--- src/rtl/tile_rom_pkg.sv ---
// Shared constants and types for the tile ROM arbiter.
// The tile ROM is 16x16 texels of 24-bit RGB, addressed as {y, x}.
package tile_rom_pkg;

  localparam int TILE_DIM = 16;
  localparam int ADDR_W   = 8;
  localparam int RGB_W    = 24;
  localparam int TAG_ID_W = 3;

  localparam logic [RGB_W-1:0] DEFAULT_KEY_COLOR = 24'hFF00FF;

  typedef enum logic {
    IDLE  = 1'b0,
    BURST = 1'b1
  } state_e;

  typedef struct packed {
    logic                valid;
    logic [TAG_ID_W-1:0] id;
    logic                last;
  } tag_t;

endpackage

--- src/rtl/rr_arbiter.sv ---
// Combinational round-robin pick: first set request at or after rr_ptr, wrapping.
// Outputs a one-hot grant and its encoded index.
module rr_arbiter #(
  parameter  int N_REQ = 4,
  localparam int IDX_W = $clog2(N_REQ)
) (
  input  logic [N_REQ-1:0] req,
  input  logic [IDX_W-1:0] rr_ptr,
  output logic [N_REQ-1:0] gnt,
  output logic [IDX_W-1:0] gnt_idx,
  output logic             gnt_any
);

  logic [IDX_W-1:0] cand;

  // Walk from the farthest offset back to rr_ptr so the nearest hit wins.
  always_comb begin
    gnt_idx = '0;
    gnt_any = 1'b0;
    cand    = '0;
    for (int off = N_REQ - 1; off >= 0; off--) begin
      cand = IDX_W'((int'(rr_ptr) + off) % N_REQ);
      if (req[cand]) begin
        gnt_any = 1'b1;
        gnt_idx = cand;
      end
    end
    gnt = gnt_any ? (N_REQ'(1) << gnt_idx) : '0;
  end

endmodule

--- src/rtl/tile_rom_arbiter.sv ---
// Round-robin sharing of the single-port tile ROM among pixel requesters,
// with row bursts and a two-stage tag pipeline aligned to the registered ROM read.
//
// state | meaning
// IDLE  | accepting a new grant; single-texel grants complete here
// BURST | issuing the remaining texels of a multi-texel row burst
module tile_rom_arbiter
  import tile_rom_pkg::*;
#(
  parameter  int               N_REQ     = 4,
  parameter  logic [RGB_W-1:0] KEY_COLOR = DEFAULT_KEY_COLOR,
  localparam int               IDX_W     = $clog2(N_REQ)
) (
  input  logic               Clk,
  input  logic               Reset_n,
  input  logic [N_REQ-1:0]   req_i,
  input  logic [4*N_REQ-1:0] x_i,
  input  logic [4*N_REQ-1:0] y_i,
  input  logic [4*N_REQ-1:0] len_i,
  output logic [N_REQ-1:0]   gnt_o,
  output logic [ADDR_W-1:0]  rom_addr_o,
  input  logic [RGB_W-1:0]   rom_data_i,
  output logic               rsp_valid_o,
  output logic [IDX_W-1:0]   rsp_id_o,
  output logic               rsp_last_o,
  output logic [RGB_W-1:0]   rsp_data_o,
  output logic               rsp_transparent_o,
  output logic               busy_o
);

  state_e           state;
  logic [IDX_W-1:0] rr_ptr;
  logic [IDX_W-1:0] owner;
  logic [3:0]       cur_x;
  logic [3:0]       cur_y;
  logic [3:0]       remaining;
  tag_t             s1;
  tag_t             s2;

  logic [N_REQ-1:0] arb_gnt;
  logic [IDX_W-1:0] arb_idx;
  logic             arb_any;

  logic [3:0] x_arr   [N_REQ];
  logic [3:0] y_arr   [N_REQ];
  logic [3:0] len_arr [N_REQ];
  logic [3:0] sel_x;
  logic [3:0] sel_y;
  logic [3:0] sel_len;

  function automatic logic [IDX_W-1:0] wrap_inc(input logic [IDX_W-1:0] k);
    return (int'(k) == N_REQ - 1) ? '0 : k + 1'b1;
  endfunction

  always_comb begin
    for (int k = 0; k < N_REQ; k++) begin
      x_arr[k]   = x_i[4*k +: 4];
      y_arr[k]   = y_i[4*k +: 4];
      len_arr[k] = len_i[4*k +: 4];
    end
  end

  assign sel_x   = x_arr[arb_idx];
  assign sel_y   = y_arr[arb_idx];
  assign sel_len = len_arr[arb_idx];

  rr_arbiter #(.N_REQ(N_REQ)) u_rr_arbiter (
    .req     (req_i),
    .rr_ptr  (rr_ptr),
    .gnt     (arb_gnt),
    .gnt_idx (arb_idx),
    .gnt_any (arb_any)
  );

  // Grant is visible in the same cycle the requester's fields are sampled.
  assign gnt_o = (Reset_n && state == IDLE) ? arb_gnt : '0;

  always_ff @(posedge Clk) begin
    if (!Reset_n) begin
      state      <= IDLE;
      rr_ptr     <= '0;
      owner      <= '0;
      cur_x      <= '0;
      cur_y      <= '0;
      remaining  <= '0;
      rom_addr_o <= '0;
      s1         <= '0;
      s2         <= '0;
    end else begin
      s2 <= s1;
      s1 <= '0;
      case (state)
        IDLE: begin
          if (arb_any) begin
            rom_addr_o <= {sel_y, sel_x};
            cur_x      <= sel_x + 4'd1;
            cur_y      <= sel_y;
            remaining  <= sel_len;
            owner      <= arb_idx;
            s1         <= '{valid: 1'b1, id: TAG_ID_W'(arb_idx), last: (sel_len == 4'd0)};
            if (sel_len == 4'd0) begin
              rr_ptr <= wrap_inc(arb_idx);
            end else begin
              state <= BURST;
            end
          end
        end
        BURST: begin
          rom_addr_o <= {cur_y, cur_x};
          cur_x      <= cur_x + 4'd1;
          remaining  <= remaining - 4'd1;
          s1         <= '{valid: 1'b1, id: TAG_ID_W'(owner), last: (remaining == 4'd1)};
          if (remaining == 4'd1) begin
            state  <= IDLE;
            rr_ptr <= wrap_inc(owner);
          end
        end
        default: state <= IDLE;
      endcase
    end
  end

  assign busy_o            = (state == BURST);
  assign rsp_valid_o       = s2.valid;
  assign rsp_id_o          = s2.id[IDX_W-1:0];
  assign rsp_last_o        = s2.last;
  assign rsp_data_o        = rom_data_i;
  assign rsp_transparent_o = (rom_data_i == KEY_COLOR);

endmodule
--- config.mk ---
export PLATFORM = sky130hd
export DESIGN_NAME = tile_rom_arbiter
export DESIGN_NICKNAME = d
export VERILOG_FILES = /design/src/rtl/tile_rom_pkg.sv /design/src/rtl/rr_arbiter.sv /design/src/rtl/tile_rom_arbiter.sv
export SDC_FILE = /design/constraint.sdc
export NUM_CORES = 1
export LEC_CHECK = 0
export ABC_AREA = 1
export BUFFER_PORTS_ARGS = -buffer_cell sky130_fd_sc_hd__buf_2
export CAP_MARGIN = 15
export CORE_UTILIZATION = 40
export DETAILED_ROUTE_END_ITERATION = 6
export PLACE_DENSITY = 0.74
export SLEW_MARGIN = 10
export SYNTH_ARGS = -nofsm -noshare
export SYNTH_HDL_FRONTEND = slang
export SYNTH_SLANG_ARGS = --single-unit
--- constraint.sdc ---
create_clock -name Clk -period 3.6 [get_ports Clk]
set_input_delay 0.54 -clock Clk [delete_from_list [all_inputs] [get_ports Clk]]
set_output_delay 0.54 -clock Clk [all_outputs]
set_load 0.05 [all_outputs]
Yosys cells after proc, flatten, opt, wreduce, memory -nomap -nowiden
Index checks and enable logic that the tools add are counted.
- logic and storage cells: 85
- flip-flop bits (word level): 33
- bitwise gates (word level): 2
- shift-type cells: 1
- add/subtract/negate cells: 8
- magnitude comparators: 5
- reduce and logical (&&, ||, !) cells: 4
- equal/unequal tests: 7
- multiplexer cells: 45
- operators by type and width (kind ; number):
    $mux 4 ; 10
    $bmux 4 s2 ; 3
    $eq 24x24->1 const B ; 1
    $mux 2 ; 9
    $pmux 4 s2 ; 2
    $pmux 8 s2 ; 1
    $lt 2x3->1 const B ; 4
    $mux 1 ; 11
    $pmux 5 s2 ; 1
    $add 4x1->4 const B ; 2
    $bmux 1 s2 ; 4
    $mux 8 ; 1
    $add 2x1->2 const B ; 3
    $mux 5 ; 1
    $add 2x2->2 const B ; 2
    $eq 2x1->1 const B ; 2
    $eq 4x1->1 const B ; 1
    $logic_not 4->1 ; 1
    $ne 2x1->1 const B ; 2
    $pmux 2 s2 ; 1
    $shl 1x2->4 const A ; 1
    $sub 4x1->4 const B ; 1
    $ge 3x3->1 const B ; 1
    $not 2->3 ; 1
    other kinds (6) ; 6

Longest topological paths before layout
- word-level depth: 15
- mapped depth: 20

By module
Synthesis repeated with hierarchy kept, for this count alone.
- cell total of the unflattened synthesis: 386
- area total of the unflattened synthesis: 2402.3 sq um
- modules (own cells, without submodules) (module ; area each (sq um) ; cells each ; seq. area each (sq um) ; times used):
    tile_rom_arbiter ; 2144.6 ; 328 ; 660.6 ; 1
    rr_arbiter ; 257.7 ; 58 ; 0.0 ; 1

Worst setup path after synthesis
OpenSTA, ideal clock, no wires.
- kind: input to output
- start point: input req_i[3]
- end point: output gnt_o[3]
- required time: 3060 ps
- setup slack: 350 ps
- arrival: 2710 ps
- stages: 12
- cell sequence: inv_1 -> o21ai_0 -> nand2_2 -> nand3_4 -> nand2_2 -> nand2_4 -> nand2_4 -> inv_2 -> buf_6 -> ha_1 -> inv_1 -> nor3_1
- word-level cells in the longest chain between the ends: 9
- elaborated cells on any way between the ends: 19
- classes of those cells: shift: 1; mux: 18
- ends and longest elaborated chain (what ; RTL line ; RTL):
    from (decl) ; tile_rom_arbiter.sv:16 ; input logic [N_REQ-1:0] req_i,
    $bmux 1 s2 ; rr_arbiter.sv:23 ; if (req[cand]) begin
    $mux 1 (implied by the code) ; rr_arbiter.sv:23 ;
    $mux 2 (3 in a row) ; rr_arbiter.sv:23 ;
    $mux 2 * ; rr_arbiter.sv:23 ;
    net arb_idx[0] ; tile_rom_arbiter.sv:41 ; logic [IDX_W-1:0] arb_idx;
    $shl 1x2->4 * ; rr_arbiter.sv:28 ; gnt = gnt_any ? (N_REQ'(1) << gnt_idx) : '0;
    $mux 4 * ; rr_arbiter.sv:28 ;
    $mux 4 * ; tile_rom_arbiter.sv:76 ; assign gnt_o = (Reset_n && state == IDLE) ? arb_gnt : '0;
    to (decl) ; tile_rom_arbiter.sv:20 ; output logic [N_REQ-1:0] gnt_o,
Mark *: on every way through the listed nets, which the timed path passes. The rest lies on a longest branch. The select of a mux whose other input is x is not followed.

Worst setup path in the final report
- start point: register rr_ptr[0]
- end point: output gnt_o[3]
- word-level cells in the longest chain between the ends: 10
- elaborated cells on any way between the ends: 22
- classes of those cells: add/sub: 3; shift: 1; mux: 18
- ends and longest elaborated chain (what ; RTL line ; RTL):
    from (decl) ; tile_rom_arbiter.sv:32 ; logic [IDX_W-1:0] rr_ptr;
    from (signal assigned) ; tile_rom_arbiter.sv:102 ; rr_ptr <= wrap_inc(arb_idx);
    from (signal assigned) ; tile_rom_arbiter.sv:115 ; rr_ptr <= wrap_inc(owner);
    $add 2x2->2 ; rr_arbiter.sv:22 ; cand = IDX_W'((int'(rr_ptr) + off) % N_REQ);
    $bmux 1 s2 ; rr_arbiter.sv:23 ;
    $mux 1 (implied by the code) ; rr_arbiter.sv:23 ;
    $mux 2 (4 in a row) ; rr_arbiter.sv:23 ;
    $shl 1x2->4 ; rr_arbiter.sv:28 ;
    $mux 4 * ; rr_arbiter.sv:28 ;
    $mux 4 * ; tile_rom_arbiter.sv:76 ;
Mark *: on every way between the ends. The rest lies on a longest branch, timed or not. The select of a mux whose other input is x is not followed.

==> qor.yml <==
outcome:
  status: "complete, no violations"
sta:
  totalNegativeSetupSlack_ns: 0
  timing.final.ws_setup_ns: 0.4539
  rsz0062_at_grt: "no"
  skew_ns: 0.004763
  timing_max_transition_violations_final: 0
  slew_headroom_pct: 66.82
  setup_viol: 0
  period_minus_slack_ns: 3.146
  fmax_mhz: 317.9
  finalHoldViolations: 0
  post-route-period-util_pct: 87.39
  worst_slew_pin_slew_ns: 0.4946
grt:
  first_global_vias: 2371
  antenna_violations_before_repair: 0
  grt_start_max_net_pins: 24
  global_route.overflow_total: 0
  grt_util_all_layers_pct: 20.98
  grt_first_pass_wirelength_um: 10530
critical_path:
  worst_path_dominant_cell_family: "simple AND/OR/NAND/NOR gates"
  regToRegStartpoint: "rr_ptr[0]"
  crit-reg2reg-capture: "cur_x[1]"
  worstSetupEndpointType: "output pin"
  crit_path_start_kind: "flip-flop"
  critPathBufInv: 4
  critPathArrivalTime_ns: 2.61
  timing.critical_path.cells: "inv_2 -> nand2_1 -> nand3_1 -> nand2_1 -> nand3_4 -> nand3_4 -> nand2_4 -> inv_2 -> ha_1 -> inv_1 -> nor3_1 -> buf_2"
  worst-path-max-fanout: 23
  cp.required_ns: 3.06
  cpMaxStageDelayCell: "dfxtp_1"
  timing.reg2reg.worst_path_depth: 16
  worstSetupPathType: "reg -> out"
  reg2reg_setup_slack_ns: 0.99
  critical_path_max_stage_delay_ns: 0.46
routing:
  antenna_left: 0
  route.final.wire_length_um: 6303
  drt_pre_antenna_iters: 4
  detail_route.iter0.violations: 151
  avgRoutedWirePerCell_um: 11.61
  vias: 2651
  via_per_inst: 4.882
  drc: 0
logic_synthesis:
  synth-simple-area-share_pct: 37.17
  synth_seq_area_share_pct: 26.99
  synth.avg_cell_area_um2: 6.544
  post_synth_fa_ha_maj_area_fraction_pct: 4.090
  ys_seq_elements: 33
  synthArstFlopShare_pct: 0
  number_of_enable_type_register_cells_in_the_synthesized_netlist: 0
  synth.top_cell.area_share_pct: 26.99
  synthesis.area_mm2: 0.002447
  synthXorXnorAreaFrac_pct: 0.3579
  top_count_cell_post_synth: "nand2_1"
  synth_compound_area_share_pct: 11.91
  synthCells: 374
  synth_top_family_by_area: "simple AND/OR/NAND/NOR gates"
  synth.cells.most_frequent: "nand2_1, inv_1, nand3_1, dfxtp_1, nor2_1"
  mappedNetlistNets: 460
  ys_dominant_reg_cell: "dfxtp_1"
  synth-warning-count: 0
  synth_top_cell_by_area: "dfxtp_1"
  post_synth_num_cell_types: 35
  netlist_top_cells_area: "dfxtp_1, nand2_1, buf_4"
  post_synth_mux_area_share_pct: 0
worst_hold_path:
  worstHoldEndpoint: "rsp_last_o"
  holdCritPathClass: "reg -> reg"
  hp-start: "s1[0]"
  worstHoldPathCells: 2
cells_and_area:
  drive_gt1_share_pct: 33.55
  finish.utilization_pct: 50.46
  flow.area_growth_from_synthesis_pct: 22.09
  final_area_mm2: 0.002988
  insertedDiodeCount: 0
  fin_nets: 554
placement:
  placedInstanceArea_mm2: 0.002902
  detailedPlacementHpwl_um: 5043
  routabilityCongestion: 0.9037
  port-buffer-count: 119
  dp_worst_setup_slack_ns: 0.5913
die:
  die_ar_mm2: 0.006435
  rows: 28
  io_pins: 120
  die_w_um: 80.22
  initial_core_util_pct: 41.34
  chipHeight_um: 80.22
  core_area_mm2: 0.005921
pwr:
  cellLeakagePower_nw: 1.711
  powerDensity_mw_per_mm2: 800.6
  power_mw: 2.392
  peakVddDrop_mv: 0.4101
cts:
  clk_pin_slew_ns: 0.06
  root_buffer: "clkbuf_8"
  cts_tree: "built"
  cts_sinks: 33
  holdBufCountCts: 0
  post_cts.repair.setup_buffers: 0
  tritoncts.num_buffers: 5
  clkLatencyLatePin_ns: 0.28
  cts_buffer_depth: 2
  ctsResizeCount: 0
  cts-htree-levels: 2
flow_run:
  max_cap_violations: 0
## layout make-up
type	instances	area [um2]
Fill cell	608	2933
Inverter	56	211.5
Sequential cell	33	660.6
Clock buffer	7	86.33
Tap cell	75	93.84
Multi-Input combinational cell	249	1310
Timing Repair Buffer	123	625.6
## registers in the layout, indices dropped and copies added (netlist names)
name,flops
rr_ptr,2
busy_o,1
rsp_id_o,2
rsp_last_o,1
s1,4
remaining,4
owner,2
rom_addr_o,8
cur_x,4
cur_y,4
rsp_valid_o,1
## cells in the final DEF, fill, tap and decap left out, types with 2 or more instances in the layout
master	synthesis	layout
nand4_1	9	9
nor2_4	3	3
or2_2	3	3
nand3_1	35	35
o22ai_1	2	2
buf_2	2	119
nand2_1	94	94
nor3_1	3	3
nand2_4	3	3
inv_1	50	50
o2111ai_1	2	2
nand3_2	2	2
o211ai_2	4	4
clkinv_1	2	2
o21ai_0	14	14
a31oi_1	5	5
o21ai_1	6	6
buf_4	25	4
dfxtp_1	33	33
ha_1	8	8
inv_2	3	3
nand2_2	6	6
nor2_1	28	28
nor4_1	2	2
nand3_4	2	2
clkbuf_8	0	6
a21oi_1	13	13
## metrics by stage
step	hold slack (ns)	instances
floorplan	0.3905	374
global placement	0.4018	536
detailed placement	0.4036	536
CTS	0.4173	543
global route	0.4431	543
finish	0.4145	543
## cell families (layout without fill, tap and decap cells)
kind of cell / after synthesis / after routing
AOI/OAI and AO/OA: 48 / 48
xor gates and xnor gates: 1 / 1
adders and majority gates: 8 / 8
buffers and inverters: 92 / 186
DFF: 33 / 33
and+or+nand+nor: 192 / 192
## routing by layer
metal  global-route usage [%]  vias to the layer above  wire, um
li1                         -                     1364         -
met1                    26.67                     1194      2882
met2                    34.96                       84      2932
met3                    5.000                        9       410
met4                    6.250                        0        78
met5                        0                        -         0
## how the worst max path moves through the flow
stage	endpoint	depth (start not counted)	from
2_1_floorplan	gnt_o[3]	12	req_i[3]
3_3_place_gp	gnt_o[3]	13	req_i[3]
3_5_place_dp	gnt_o[3]	13	req_i[3]
4_1_cts	gnt_o[3]	14	rr_ptr[0]
5_1_grt	gnt_o[3]	12	rr_ptr[0]
6_report	gnt_o[3]	12	rr_ptr[0]
## worst reg2reg max path, stage by stage (launching register included)
cell and delay, ns:
dfxtp_1 0.46, inv_2 0.14, nand2_2 0.08, nand2_2 0.07
clkinv_2 0.07, nand2_1 0.07, nor2_1 0.11, nor2_1 0.07
o21ai_1 0.37, buf_4 0.25, nand3_1 0.08, nand2_1 0.06
nand2_1 0.07, nand2_1 0.15, ha_1 0.25, o21ai_0 0.16
nor2_1 0.05
## power by group
part | switching [mW] | internal, mW | leakage, nW
registers | 0.0611 | 0.495 | 0.273
clock network | 0.123 | 0.151 | 0.0443
logic | 1.08 | 0.481 | 1.39
(Power assumes the default switching activity.)
